`src/rtl/rect_stream_sched.sv`:
```
// rtl/rect_stream_sched.sv - merges three rect corner-address streams into one tagged stream per feature
//
// Sequences one pass of FEATURE_NUM features per start pulse. Each feature
// contributes rect0 and rect1 (four corners each) and, when its info entry
// says so, rect2. Every merged address is tagged with its rect index and
// end-of-feature / end-of-pass markers.
//
// Optional build macro: RECT_SCHED_CHK_EN adds a sticky protocol error output (err).
//
// Ports:
//   clk, rst            clock, synchronous active-high reset
//   start               pulse, begins a pass when idle
//   busy, done          pass in progress / one-cycle end-of-pass pulse
//   info_valid/ready    feature-info handshake, info_nrects = rects in next feature
//   rect_valid/ready    per-rect source handshakes (bit i = rect i)
//   rect_data           per-rect addresses, slice i = rect i
//   rect_eot            per-rect eot pairs {last rect of stream, last corner}
//   addr_valid/ready    merged output handshake
//   addr_data           merged address
//   addr_rect           rect index of addr_data
//   addr_eot            {last address of pass, last address of feature}
//   feature_idx         feature currently being sequenced
//   err                 (RECT_SCHED_CHK_EN only) sticky protocol error

module rect_stream_sched #(
    parameter int W_ADDR      = 10,
    parameter int FEATURE_NUM = 2913,
    localparam int W_FEAT     = $clog2(FEATURE_NUM)
) (
    input  logic                clk,
    input  logic                rst,
    input  logic                start,
    output logic                busy,
    output logic                done,
    input  logic                info_valid,
    output logic                info_ready,
    input  logic [1:0]          info_nrects,
    input  logic [2:0]          rect_valid,
    output logic [2:0]          rect_ready,
    input  logic [3*W_ADDR-1:0] rect_data,
    input  logic [5:0]          rect_eot,
    output logic                addr_valid,
    input  logic                addr_ready,
    output logic [W_ADDR-1:0]   addr_data,
    output logic [1:0]          addr_rect,
    output logic [1:0]          addr_eot,
    output logic [W_FEAT-1:0]   feature_idx
`ifdef RECT_SCHED_CHK_EN
    ,
    output logic                err
`endif
);

    typedef enum logic [2:0] {IDLE, INFO, RECT0, RECT1, RECT2, DONE} state_t;

    state_t      state, state_nxt;
    logic [1:0]  corner;
    logic        three;      // current feature has rect2
    logic        in_rect;
    logic [1:0]  rect_sel;
    logic        sel_valid;
    logic [W_ADDR-1:0] sel_data;
    logic        last_rect;
    logic        last_feat;
    logic        hs;

    assign last_feat = (feature_idx == W_FEAT'(FEATURE_NUM - 1));

    // Source selection for the rect currently being forwarded.
    always_comb begin
        sel_valid = 1'b0;
        sel_data  = '0;
        case (rect_sel)
            2'd0: begin
                sel_valid = rect_valid[0];
                sel_data  = rect_data[W_ADDR-1:0];
            end
            2'd1: begin
                sel_valid = rect_valid[1];
                sel_data  = rect_data[2*W_ADDR-1:W_ADDR];
            end
            2'd2: begin
                sel_valid = rect_valid[2];
                sel_data  = rect_data[3*W_ADDR-1:2*W_ADDR];
            end
            default: ;
        endcase
    end

    always_comb begin
        state_nxt  = state;
        busy       = 1'b0;
        done       = 1'b0;
        info_ready = 1'b0;
        rect_ready = 3'b000;
        addr_valid = 1'b0;
        addr_data  = '0;
        addr_rect  = 2'd0;
        addr_eot   = 2'b00;
        in_rect    = 1'b0;
        rect_sel   = 2'd0;
        last_rect  = 1'b0;
        hs         = 1'b0;

        case (state)
            IDLE: if (start) state_nxt = INFO;
            INFO: begin
                busy       = 1'b1;
                info_ready = 1'b1;
                if (info_valid) state_nxt = RECT0;
            end
            RECT0: begin busy = 1'b1; in_rect = 1'b1; rect_sel = 2'd0; end
            RECT1: begin busy = 1'b1; in_rect = 1'b1; rect_sel = 2'd1; end
            RECT2: begin busy = 1'b1; in_rect = 1'b1; rect_sel = 2'd2; end
            DONE: begin
                done      = 1'b1;
                state_nxt = IDLE;
            end
            default: state_nxt = IDLE;
        endcase

        // Zero-latency pass-through of the selected rect stream.
        if (in_rect) begin
            last_rect            = (rect_sel == 2'd2) || (rect_sel == 2'd1 && !three);
            addr_valid           = sel_valid;
            rect_ready[rect_sel] = addr_ready;
            addr_data            = sel_data;
            addr_rect            = rect_sel;
            addr_eot[0]          = sel_valid && (corner == 2'd3) && last_rect;
            addr_eot[1]          = sel_valid && (corner == 2'd3) && last_rect && last_feat;
            hs                   = sel_valid && addr_ready;
            if (hs && corner == 2'd3) begin
                if (!last_rect)      state_nxt = (rect_sel == 2'd0) ? RECT1 : RECT2;
                else if (last_feat)  state_nxt = DONE;
                else                 state_nxt = INFO;
            end
        end
    end

    always_ff @(posedge clk) begin
        if (rst) begin
            state       <= IDLE;
            corner      <= 2'd0;
            three       <= 1'b0;
            feature_idx <= '0;
        end else begin
            state <= state_nxt;
            if (state == IDLE && start) begin
                feature_idx <= '0;
                corner      <= 2'd0;
            end
            // Only an explicit 3 selects rect2; 0/1 fall back to two rects.
            if (state == INFO && info_valid)
                three <= (info_nrects == 2'd3);
            if (hs) begin
                corner <= corner + 2'd1;
                if (corner == 2'd3 && last_rect && !last_feat)
                    feature_idx <= feature_idx + W_FEAT'(1);
            end
        end
    end

`ifdef RECT_SCHED_CHK_EN
    logic [1:0] sel_eot;

    always_comb begin
        sel_eot = 2'b00;
        case (rect_sel)
            2'd0:    sel_eot = rect_eot[1:0];
            2'd1:    sel_eot = rect_eot[3:2];
            2'd2:    sel_eot = rect_eot[5:4];
            default: ;
        endcase
    end

    always_ff @(posedge clk) begin
        if (rst) begin
            err <= 1'b0;
        end else if ((hs && (sel_eot[0] != (corner == 2'd3))) ||
                     (state == INFO && info_valid && info_nrects[1] == 1'b0) ||
                     (hs && sel_eot[1] && !last_feat)) begin
            err <= 1'b1;
        end
    end
`else
    // Rect termination is by corner count; source eot is not needed here.
    logic unused_eot;
    assign unused_eot = ^rect_eot;
`endif

endmodule

```
`config.mk`:
```
export PLATFORM = sky130hd
export DESIGN_NAME = rect_stream_sched
export DESIGN_NICKNAME = d
export VERILOG_FILES = /design/src/rtl/rect_stream_sched.sv
export SDC_FILE = /design/constraint.sdc
export NUM_CORES = 1
export LEC_CHECK = 0
export ABC_CLOCK_PERIOD_IN_PS = 2600
export BUFFER_PORTS_ARGS = -buffer_cell sky130_fd_sc_hd__clkbuf_2
export CAP_MARGIN = 20
export CORE_MARGIN = 5
export CORE_UTILIZATION = 30
export CTS_BUF_LIST = sky130_fd_sc_hd__clkbuf_8
export DETAILED_ROUTE_END_ITERATION = 12
export PLACE_DENSITY = 0.58
export SLEW_MARGIN = 15
export SYNTH_ARGS = -nofsm -noshare
export SYNTH_HDL_FRONTEND = slang
export SYNTH_SLANG_ARGS = --single-unit
```
`constraint.sdc`:
```
create_clock -name clk -period 2.6 [get_ports clk]
set_input_delay 0.26 -clock clk [delete_from_list [all_inputs] [get_ports clk]]
set_output_delay 0.26 -clock clk [all_outputs]
set_load 0.005 [all_outputs]
```
# After elaboration in Yosys (flattened, before gate mapping)
# Index checks and enable logic that the tools add are counted.
totals:
  register_bits: 18
  input_bits: 46
op_classes:
  add_sub_neg: 2
  n_lt_le_gt_ge: 2
  n_eq_ne: 10
  muxes: 29
  n_bitwise: 1
  reduce_logical: 19
op_table:
  columns: ["operator", "n"]
  rows:
  - ["$mux 12", 3]
  - ["$pmux 10 s3", 1]
  - ["$mux 3", 8]
  - ["$add 12x1->12 const B", 1]
  - ["$eq 12x12->1 const B", 1]
  - ["$logic_and 1x1->1", 11]
  - ["$mux 10", 1]
  - ["$pmux 3 s3", 1]
  - ["$mux 1", 8]
  - ["$mux 2", 4]
  - ["$eq 2x2->1 const B", 3]
  - ["$eq 3x2->1 const B", 2]
  - ["$eq 3x3->1 const B", 2]
  - ["$pmux 2 s2", 1]
  - ["$reduce_or 4->1", 1]
  - ["$and 3x3->3", 1]
  - ["$eq 3x1->1 const B", 1]
  - ["$logic_not 3->1", 1]
  - ["$lt 2x3->1 const B", 1]
  - ["$pmux 1 s3", 1]
  - ["$reduce_or 3->1", 1]
  - ["$add 2x1->2 const B", 1]
  - ["$demux 1 s2", 1]
  - ["$eq 2x1->1 const B", 1]
  - ["5 further kinds", 6]

# Depth between registers and ports, before layout
# Gate-level depths: netlist of the first run.
logic_depth:
  word_depth: 10
  depth_mapped: 8
  depth_no_buf: 7

# Worst setup path before layout of the first run
# Ideal clock, no wire load.
synth_path:
  kind: "register to register"
  from: "register feature_idx[0]"
  to: "register feature_idx[7]"
  setup_ns: 0.074
  t_arrival_ns: 1.886
  path_slack_ns: 0.639
  stages_incl_launch_ff: 8
  synth_period_minus_slack_ns: 1.961
  path_cell_list: "dfxtp_1 > inv_1 > ha_1 > nor3b_1 > and4_1 > a2111o_1 > or3_1 > a31oi_1"
synth_via:
  elab_chain_len: 5
  word_cells_on_any_way: 6
  classes_between: "add/sub (1); eq/ne (1); mux (2); reduce/logical (2)"
synth_rtl:
  columns: ["item", "line", "text"]
  rows:
  - ["start: declaration", "47", "output logic [W_FEAT-1:0] feature_idx"]
  - ["start signal: assignment", "158", "feature_idx <= feature_idx + W_FEAT'(1);"]
  - ["parallel branches: the longest is 3 deep, another holds $add 12x1->12", null, null]
  - ["$mux 12 (*)", "157", "if (corner == 2'd3 && last_rect && !last_feat)"]
  - ["$mux 12 (*)", "155", "if (hs) begin"]
# Every way passes the cells marked *.
# A chain may end at the register's enable or synchronous reset.

# Final worst setup path of the first run
layout_path:
  from: "register state[0]"
  to: "register feature_idx[10]"
layout_via:
  elab_chain_len: 10
  word_cells_on_any_way: 22
  classes_between: "eq/ne (5); mux (8); reduce/logical (9)"
layout_rtl:
  columns: ["item", "line", "text"]
  rows:
  - ["start: declaration", "56", "state_t state, state_nxt;"]
  - ["start signal: assignment", "147", "state <= state_nxt;"]
  - ["$eq 3x3->1 / $eq 3x2->1 (equally long branches)", "105", "case (state)"]
  - ["$pmux 2 s2", "105", null]
  - ["$eq 2x1->1", "73, 124", null]
  - ["$logic_and 1x1->1", "124", "last_rect = (rect_sel == 2'd2) || (rect_sel == 2'd1 && !three);"]
  - ["$logic_or 1x1->1", "124", null]
  - ["$mux 1", "123", "if (in_rect) begin"]
  - ["$logic_and 1x1->1 (2 in series)", "157", null]
  - ["$mux 12", "157", null]
  - ["$mux 12 (*)", "155", null]
# Every way passes the cells marked *; elsewhere a longest branch is shown, timed or not.

==> results.sh, run 1 <==
export IMPL_status="finished clean"
export IMPL_path_clk_slew_ps=70
export IMPL_dp_cells=306
export IMPL_fin_cells=310
export IMPL_rsz0062_at_grt="no"
export IMPL_drc_errors=0
export IMPL_dp_hpwl_mm=3.31
export IMPL_p_leak_nw=0.781
export IMPL_irDropWorstVdd_uv=163
export IMPL_synth_main_ff_cell="dfxtp_1"
export IMPL_wl_per_cell_um=13.7
export IMPL_synth_most_common_cell="nand3_1"
export IMPL_wl_mm=4.26
export IMPL_die_width_um=77.9
export IMPL_cts_buffers=3
export IMPL_die_h_um=77.9
export IMPL_grt_overflow=0
export IMPL_cts_sinks=18
export IMPL_slowest_delay_ps=620
export IMPL_dr_pass1_iters=4
export IMPL_antenna_found_initial=0
export IMPL_critPathKind="flip-flop to flip-flop"
export IMPL_num_antenna_cells=0
export IMPL_drt_iter0_drc=81
export IMPL_crit_chain="nand4b_1 -> and2_1 -> a2111o_1 -> or3_1 -> a31oi_1"
export IMPL_grt_first_pass_wirelength_mm=7.21
export IMPL_syn_avg_cell_area_um2=7.40
export IMPL_clock_skew_ps=1.10
export IMPL_drive_gt1_share_pct=33.3
export IMPL_num_rows=24
export IMPL_cp_arrival_ps=2480
export IMPL_fp_coreArea_um2=4410
export IMPL_fmax_ghz=0.435
export IMPL_ant_nets=0
export IMPL_power_frac_comb_pct=17.9
export IMPL_post_cts_setup_buffer_count=0
export IMPL_p_int_w=0.000469
export IMPL_power_switching_w=0.000162
export IMPL_slew_violations=0
export IMPL_synth_cell_type_count=44
export IMPL_num_vias=1620
export IMPL_ys_seq_area_share_pct=26.0
export IMPL_tns_ps=0
export IMPL_insertion_delay_ps=250
export IMPL_start_kind="flip-flop"
export IMPL_max_slew_margin_pct=58.0
export IMPL_syn_num_nets=236
export IMPL_initial_core_util_pct=31.3
export IMPL_synth_area_top_cells="dfxtp_1 (26%), nand3_1 (9.0%), mux2i_1 (7.2%), nand2_1 (6.0%), o21ai_0 (4.3%)"
export IMPL_fillers=475
export IMPL_setup_violations=0
export IMPL_ff_latch_area_um2=360
export IMPL_async_flop_share_pct=0
export IMPL_synthTopCellsByCount="nand3_1 (25), nand2_1 (22), dfxtp_1 (18)"
export IMPL_io_buffers=72
export IMPL_viasPerCell=5.23
export IMPL_synth_area_leader_cell="dfxtp_1"
export IMPL_worst_path_max_delay_cell="dfxtp_1"
export IMPL_fin_crit_sh_pct=88.5
export IMPL_grt_total_usage_pct=13.9
export IMPL_synth_area_um2=1380
export IMPL_power_density_nw_per_um2=341
export IMPL_max_cap_violations=0
export IMPL_worstMarginPinSlew_ps=629
export IMPL_clockBufferDepth=2
export IMPL_switching_share_pct=25.7
export IMPL_htree_levels=1
export IMPL_period_minus_slack_ps=2300
export IMPL_synth_edf_count=0
export IMPL_nNetsFinal=308
export IMPL_ys_seq_elements=18
export IMPL_ios=79
export IMPL_cts_tree="yes"
export IMPL_hold_path_class="input pin to flip-flop"
export IMPL_yosys_warnings=0
export IMPL_fp_dieArea_um2=6070
export IMPL_gp_congestion=0.798
export IMPL_seq_power_share_pct=45.7
export IMPL_required_ps=2780
export IMPL_synth_top_cell_area_share_pct=26.0
export IMPL_hold_violations=0
export IMPL_critPathCaptureType="flip-flop"
export IMPL_clk_root_buffer_cell="clkbuf_8"
export IMPL_grt_max_degree=19
export IMPL_multiInputGateArea_um2=942
export IMPL_ctsResizeCount=0
export IMPL_netlist_instances=187
export IMPL_power_frac_clock_pct=36.4
export IMPL_cts_hold_buffers=0
export IMPL_crit_fanout=16
export IMPL_grt_pass1_vias=1568
export IMPL_syn_to_final_growth_pct=34.0
[worst max-delay path, delay by kind of cell (launching register included)]
family             cells  cell delay, ps
and+or+nand+nor        3             840
AOI/OAI and AO/OA      2             760
DFF                    1             620
[per-layer routing]
layer	part of all wire [%]	wire (um)	vias to the layer above	track usage (%)
li1	-	-	835	-
met1	47	1990	738	18.6
met2	46	1970	45	23.3
met3	6.5	277	2	2.78
met4	0.45	19	0	2.53
met5	0	0	-	0
[stage by stage]
step	area [um2]	worst slack (ps)	hold slack [ps]	util [%]	power [W]
5_1_grt	1850	90.7	280	42.0	0.000670
4_1_cts	1850	310	268	42.0	0.000642
2_1_floorplan	1380	639	414	-	0.000355
3_3_place_gp	1800	344	464	40.8	0.000407
3_5_place_dp	1800	337	472	40.8	0.000409
6_report	1850	300	279	42.0	0.000631
[cells by family (layout without fill, tap and decap cells)]
group / count (synthesis) / count (layout) / share of synthesized area [%]
AO/OA/AOI/OAI: 39 / 39 / 18.2
multiplexers: 11 / 11 / 8.05
XOR/XNOR: 1 / 1 / 0.633
adder cells (fa/ha/maj): 3 / 3 / 2.71
flip-flops: 18 / 18 / 26.0
AND/OR/NAND/NOR: 97 / 97 / 38.5
buffers and inverters: 18 / 89 / 5.88
[cells in the final DEF, fill, tap and decap left out, types with 2 or more instances in the layout]
cell type  Yosys  layout
clkbuf_2       0      72
nand3_1       25      25
nand2_1       22      22
dfxtp_1       18      18
o21ai_0       12      12
mux2i_1       10      10
nor2_1         9       9
a21oi_1        8       8
inv_1          7       7
or3_1          7       7
a31oi_1        7       7
buf_4          3       6
nand2b_1       4       4
nor3_1         4       4
and2_1         4       4
nor2b_1        4       4
clkbuf_8       0       4
nand3b_1       3       3
nor3b_1        3       3
ha_1           3       3
and4_1         2       2
a211oi_1       2       2
and3_1         2       2
[power groups by stage]
stage	logic (W)	clock network (W)	registers, W
3_5_place_dp	0.000114	0	0.000295
2_1_floorplan	0.0000667	0	0.000288
4_1_cts	0.000115	0.000238	0.000288
3_3_place_gp	0.000112	0	0.000295
5_1_grt	0.000128	0.000252	0.000289
6_report	0.000113	0.000230	0.000288
[registers in the layout (all words and copies together), names as in the netlist]
register,flops
corner,2
state,3
feature_idx,12
three,1
[worst paths after layout]
kind / from / endpoint / slack (ps) / cells past startpoint
max: state[0]$_SDFF_PP0_ / feature_idx[10]$_SDFF_PP0_ / 300 / 5
min: info_nrects[1] / three$_SDFFE_PP0P_ / 280 / 3
max reg2reg: state[0]$_SDFF_PP0_ / feature_idx[10]$_SDFF_PP0_ / 300 / 5
min reg2reg: corner[1]$_SDFFE_PP0P_ / corner[1]$_SDFFE_PP0P_ / 480 / 2
[area by class of cell]
type                    count  share of cell area, %
clock buffers               4                   2.97
inverters                   7                   1.42
multi-input cells         151                   50.8
flip-flops and latches     18                   19.4
well taps                  52                   3.51
repair buffers             78                   21.9
Power figures use the tool's default switching activity.
==> run 2: changes to the inputs <==
- GPL_TIMING_DRIVEN: not set -> 0
==> run 2 against run 1 <==
Net effect: final cell count grew 1.3%; via count grew 2.3%; clock skew grew 1.3 ps; critical path depth grew 2; non-clock buffer count grew 4; combinational power grew 8%; largest cell class unchanged; highest routed layer unchanged.
==> results.sh, run 2 (synthesis gave the netlist of run 1 again) <==
export IMPL_status="finished clean"
export IMPL_cts_buffers=3
export IMPL_grt_overflow=0
export IMPL_mostFrequentLayoutCell="clkbuf_2"
export IMPL_tns_ps=0
export IMPL_top_regs="feature_idx: 12 flops, state: 3 flops, corner: 2 flops"
export IMPL_cts_tree="yes"
export IMPL_nNetsFinal=312
export IMPL_grt_first_pass_wirelength_mm=7.28
export IMPL_largest_reg_flops=12
export IMPL_cts_hold_buffers=0
export IMPL_gp_congestion=0.824
export IMPL_fp_dieArea_um2=6070
export IMPL_p_leak_nw=0.779
export IMPL_antenna_found_initial=0
export IMPL_power_switching_w=0.000164
export IMPL_grt_pass1_vias=1563
export IMPL_start_kind="flip-flop"
export IMPL_grt_max_degree=11
export IMPL_worstMarginPinSlew_ps=599
export IMPL_ctsResizeCount=0
export IMPL_crit_fanout=10
export IMPL_r2r_start="state[0]$_SDFF_PP0_"
export IMPL_reg2regPathDepth=7
export IMPL_viasPerCell=5.28
export IMPL_cts_sinks=18
export IMPL_syn_to_final_growth_pct=34.4
export IMPL_htree_levels=1
export IMPL_hold_violations=0
export IMPL_power_total_w=0.000636
export IMPL_max_slew_margin_pct=60.1
export IMPL_wl_mm=4.35
export IMPL_top_register="feature_idx"
export IMPL_power_frac_clock_pct=36.3
export IMPL_ff_latch_area_um2=360
export IMPL_cp_arrival_ps=2390
export IMPL_max_cap_violations=0
export IMPL_power_frac_comb_pct=19.2
export IMPL_io_buffers=71
export IMPL_irDropWorstVdd_uv=193
export IMPL_clk_root_buffer_cell="clkbuf_8"
export IMPL_die_h_um=77.9
export IMPL_slew_violations=0
export IMPL_critPathCaptureType="flip-flop"
export IMPL_num_vias=1658
export IMPL_multiInputGateArea_um2=942
export IMPL_wl_per_cell_um=13.8
export IMPL_clockBufferDepth=2
export IMPL_switching_share_pct=25.9
export IMPL_post_cts_setup_buffer_count=0
export IMPL_drt_iter0_drc=53
export IMPL_hold_path_class="input pin to flip-flop"
export IMPL_p_int_w=0.000471
export IMPL_power_density_nw_per_um2=342
export IMPL_fin_crit_sh_pct=85.0
export IMPL_period_minus_slack_ps=2210
export IMPL_final_cell_mix="clkbuf_2 (71), nand3_1 (25), nand2_1 (22), dfxtp_1 (18), o21ai_0 (12)"
export IMPL_clock_skew_ps=2.43
export IMPL_seq_power_share_pct=44.4
export IMPL_hold_depth=3
export IMPL_drc_errors=0
export IMPL_ios=79
export IMPL_cp_startpoint="state[0]$_SDFF_PP0_"
export IMPL_num_antenna_cells=0
export IMPL_required_ps=2780
export IMPL_drive_gt1_share_pct=32.1
export IMPL_critPathKind="flip-flop to flip-flop"
export IMPL_dr_pass1_iters=4
export IMPL_insertion_delay_ps=260
export IMPL_hold_start="info_nrects[1]"
export IMPL_fillers=455
export IMPL_path_clk_slew_ps=70
export IMPL_grt_total_usage_pct=14.1
export IMPL_num_rows=24
export IMPL_initial_core_util_pct=31.3
export IMPL_dp_hpwl_mm=3.39
export IMPL_setup_violations=0
export IMPL_die_width_um=77.9
export IMPL_ant_nets=0
export IMPL_fp_coreArea_um2=4410
export IMPL_rsz0062_at_grt="no"
export IMPL_fmax_ghz=0.453
[run 2: power groups by stage]
| stage | Sequential (W) | Combinational, W | Clock (W) |
|---|---|---|---|
| after detailed placement | 0.000289 | 0.000123 | 0 |
| after CTS | 0.000282 | 0.000123 | 0.000237 |
| after global placement | 0.000289 | 0.000122 | 0 |
| final | 0.000282 | 0.000122 | 0.000231 |
| after floorplan | 0.000288 | 0.0000667 | 0 |
| after global routing | 0.000283 | 0.000137 | 0.000253 |
[run 2: path summary, 6_finish.rpt]
path	slack [ps]	endpoint
max reg2reg	390	feature_idx[6]$_SDFF_PP0_
min	270	three$_SDFFE_PP0P_
max	390	feature_idx[6]$_SDFF_PP0_
min reg2reg	480	corner[1]$_SDFFE_PP0P_
[run 2: per-layer routing]
layer	wire length (um)	GRT usage, %	up-vias	share of wire (%)
met2	1990	22.8	55	46
met4	78	5.07	0	1.8
met3	310	3.01	10	7.1
li1	-	-	835	-
met5	0	0	-	0
met1	1970	18.4	758	45
[run 2: metrics by stage]
stage | cells | hold slack [ps] | setup WS (ps) | util (%) | area (um2)
after floorplan | 187 | 414 | 639 | - | 1380
after global placement | 310 | 467 | 411 | 40.9 | 1800
after detailed placement | 310 | 469 | 413 | 40.9 | 1800
after CTS | 314 | 268 | 411 | 42.1 | 1860
after global routing | 314 | 293 | 134 | 42.1 | 1860
final | 314 | 272 | 390 | 42.1 | 1860
[run 2: area by class of cell]
type	count	share of cell area, %
Buffer	11	2.96
Clock buffer	4	2.96
Inverter	7	1.41
Multi-Input combinational cell	151	50.7
Sequential cell	18	19.4
Tap cell	52	3.50
Timing Repair Buffer	71	19.1
[run 2: worst max-delay path, cell delays in order, from the launching register on]
cell and delay (ps):
dfxtp_1 390, buf_4 210, nand3b_1 180, a32oi_1 390, a2111o_1 380, buf_2 290, nand3_1 110, a31oi_1 190
==> run 3: changes to the inputs <==
- ABC_CLOCK_PERIOD_IN_PS: 2600 -> 2100
- clock period: 2.6 -> 2.1 ns (I/O delays scaled with it)
==> run 3 against run 2 <==
Net effect: die area is the same; critical path depth shrank 1; sequential share of layout area shrank 1.0 points; worst hold slack lost 49 ps; clock power grew 23%; critical endpoint is now feature_idx[10]$_SDFF_PP0_; final cell count grew 2.9%; highest routed layer unchanged.
==> results.sh, run 3 (synthesis gave the netlist of run 1 again) <==
export IMPL_die_h_um=77.9
export IMPL_crit_fanout=10
export IMPL_antenna_found_initial=0
export IMPL_slowest_delay_ps=510
export IMPL_power_frac_comb_pct=20.3
export IMPL_crit_chain="buf_6 -> nand4b_1 -> and2_2 -> a2111o_1 -> or3_1 -> a31oi_1"
export IMPL_mostFrequentLayoutCell="clkbuf_2"
export IMPL_io_buffers=71
export IMPL_clockBufferDepth=2
export IMPL_drc_errors=0
export IMPL_num_antenna_cells=0
export IMPL_cp_arrival_ps=2200
export IMPL_hold_path_class="input pin to flip-flop"
export IMPL_gp_congestion=0.824
export IMPL_fmax_ghz=0.496
export IMPL_max_slew_margin_pct=67.2
export IMPL_grt_first_pass_wirelength_mm=7.67
export IMPL_r2r_start="state[0]$_SDFF_PP0_"
export IMPL_insertion_delay_ps=250
export IMPL_cts_sinks=18
export IMPL_start_kind="flip-flop"
export IMPL_setup_violations=0
export IMPL_fin_crit_sh_pct=96.0
export IMPL_fp_dieArea_um2=6070
export IMPL_cp_startpoint="state[0]$_SDFF_PP0_"
export IMPL_switching_share_pct=26.2
export IMPL_ff_latch_area_um2=367
export IMPL_ios=79
export IMPL_dp_hpwl_mm=3.39
export IMPL_hold_start="info_nrects[1]"
export IMPL_critPathCaptureType="flip-flop"
export IMPL_clock_skew_ps=1.17
export IMPL_grt_pass1_vias=1591
export IMPL_grt_total_usage_pct=15.1
export IMPL_fp_coreArea_um2=4410
export IMPL_top_regs="feature_idx: 12 flops, state: 3 flops, corner: 2 flops"
export IMPL_worst_path_max_delay_cell="a2111o_1"
export IMPL_ant_nets=0
export IMPL_grt_max_degree=11
export IMPL_path_clk_slew_ps=70
export IMPL_syn_to_final_growth_pct=44.3
export IMPL_dp_cells=310
export IMPL_critPathKind="flip-flop to flip-flop"
export IMPL_dr_pass1_iters=4
export IMPL_grt_overflow=0
export IMPL_power_density_nw_per_um2=400
export IMPL_fin_cells=323
export IMPL_num_rows=24
export IMPL_post_dp_cell_area_um2=1800
export IMPL_wl_mm=4.65
export IMPL_max_cap_violations=0
export IMPL_cts_hold_buffers=0
export IMPL_die_width_um=77.9
export IMPL_irDropWorstVdd_uv=237
export IMPL_num_vias=1690
export IMPL_largest_reg_flops=12
export IMPL_seq_power_share_pct=43.9
export IMPL_final_area_um2=2000
export IMPL_power_frac_clock_pct=35.7
export IMPL_wl_per_cell_um=14.4
export IMPL_final_cell_mix="clkbuf_2 (72), nand3_1 (25), nand2_1 (22), dfxtp_1 (13), o21ai_0 (12)"
export IMPL_drive_gt1_share_pct=38.4
export IMPL_rsz0062_at_grt="yes"
export IMPL_top_register="feature_idx"
export IMPL_rrSetupSlack_ps=80
export IMPL_cts_buffers=3
export IMPL_cts_tree="yes"
export IMPL_reg2regPathDepth=6
export IMPL_p_int_w=0.000590
export IMPL_nNetsFinal=321
export IMPL_status="finished clean"
export IMPL_hold_depth=3
export IMPL_initial_core_util_pct=31.3
export IMPL_p_leak_nw=0.838
export IMPL_clk_root_buffer_cell="clkbuf_8"
export IMPL_hold_violations=0
export IMPL_power_switching_w=0.000209
export IMPL_viasPerCell=5.23
export IMPL_fillers=452
export IMPL_worstMarginPinSlew_ps=493
export IMPL_htree_levels=1
export IMPL_drt_iter0_drc=90
export IMPL_multiInputGateArea_um2=996
export IMPL_period_minus_slack_ps=2020
export IMPL_required_ps=2280
export IMPL_slew_violations=0
==> run 3: timing repair <==
item                       4_1_cts  5_1_grt
resized for setup                5       17
setup endpoints to repair       11       25
buffers inserted                 4        4
pin swaps                        3        9
gates cloned                     1        0
==> run 3: layout make-up <==
class / instances / share of cell area, %
buffer: 11 / 3.63
clock buffer: 4 / 2.76
inverter: 7 / 1.32
multi-input combinational: 152 / 49.9
sequential: 18 / 18.4
tap: 52 / 3.26
timing repair buffer: 79 / 20.8
==> run 3: through the flow <==
step           hold WS [ps]  setup TNS, ps  power, W  util [%]  worst slack, ps
2_1_floorplan           364              0  0.000439         -              139
3_3_place_gp            467           -629  0.000508      40.9            -89.0
3_5_place_dp            469           -437  0.000510      40.9            -87.5
4_1_cts                 218              0  0.000804      43.9             4.38
5_1_grt                 242          -75.6  0.000848      45.2            -22.9
6_report                223              0  0.000799      45.2             84.3
==> run 3: critical path: cells and delay by family (launching register included) <==
| kind | cells | cell delay (ps) |
|---|---|---|
| AO/OA/AOI/OAI | 2 | 660 |
| flip-flops | 1 | 370 |
| AND/OR/NAND/NOR | 3 | 770 |
| buffers and inverters | 1 | 150 |
==> run 3: layer usage <==
layer | track usage (%) | part of all wire (%)
met5 | 0 | 0
met1 | 20.1 | 45
met4 | 4.39 | 1.0
met3 | 2.78 | 6.4
met2 | 24.7 | 48
==> run 3: power by group through the flow <==
stage / clock network (W) / registers (W) / logic, W
3_5_place_dp: 0 / 0.000357 / 0.000152
6_report: 0.000285 / 0.000351 / 0.000163
3_3_place_gp: 0 / 0.000357 / 0.000150
2_1_floorplan: 0 / 0.000357 / 0.0000826
4_1_cts: 0.000294 / 0.000350 / 0.000161
5_1_grt: 0.000315 / 0.000351 / 0.000181
==> run 3: path summary, 6_finish.rpt <==
check / to
worst min register to register: corner[1]$_SDFFE_PP0P_
worst max-delay path: feature_idx[10]$_SDFF_PP0_
worst min-delay path: three$_SDFFE_PP0P_
worst max register to register: feature_idx[10]$_SDFF_PP0_
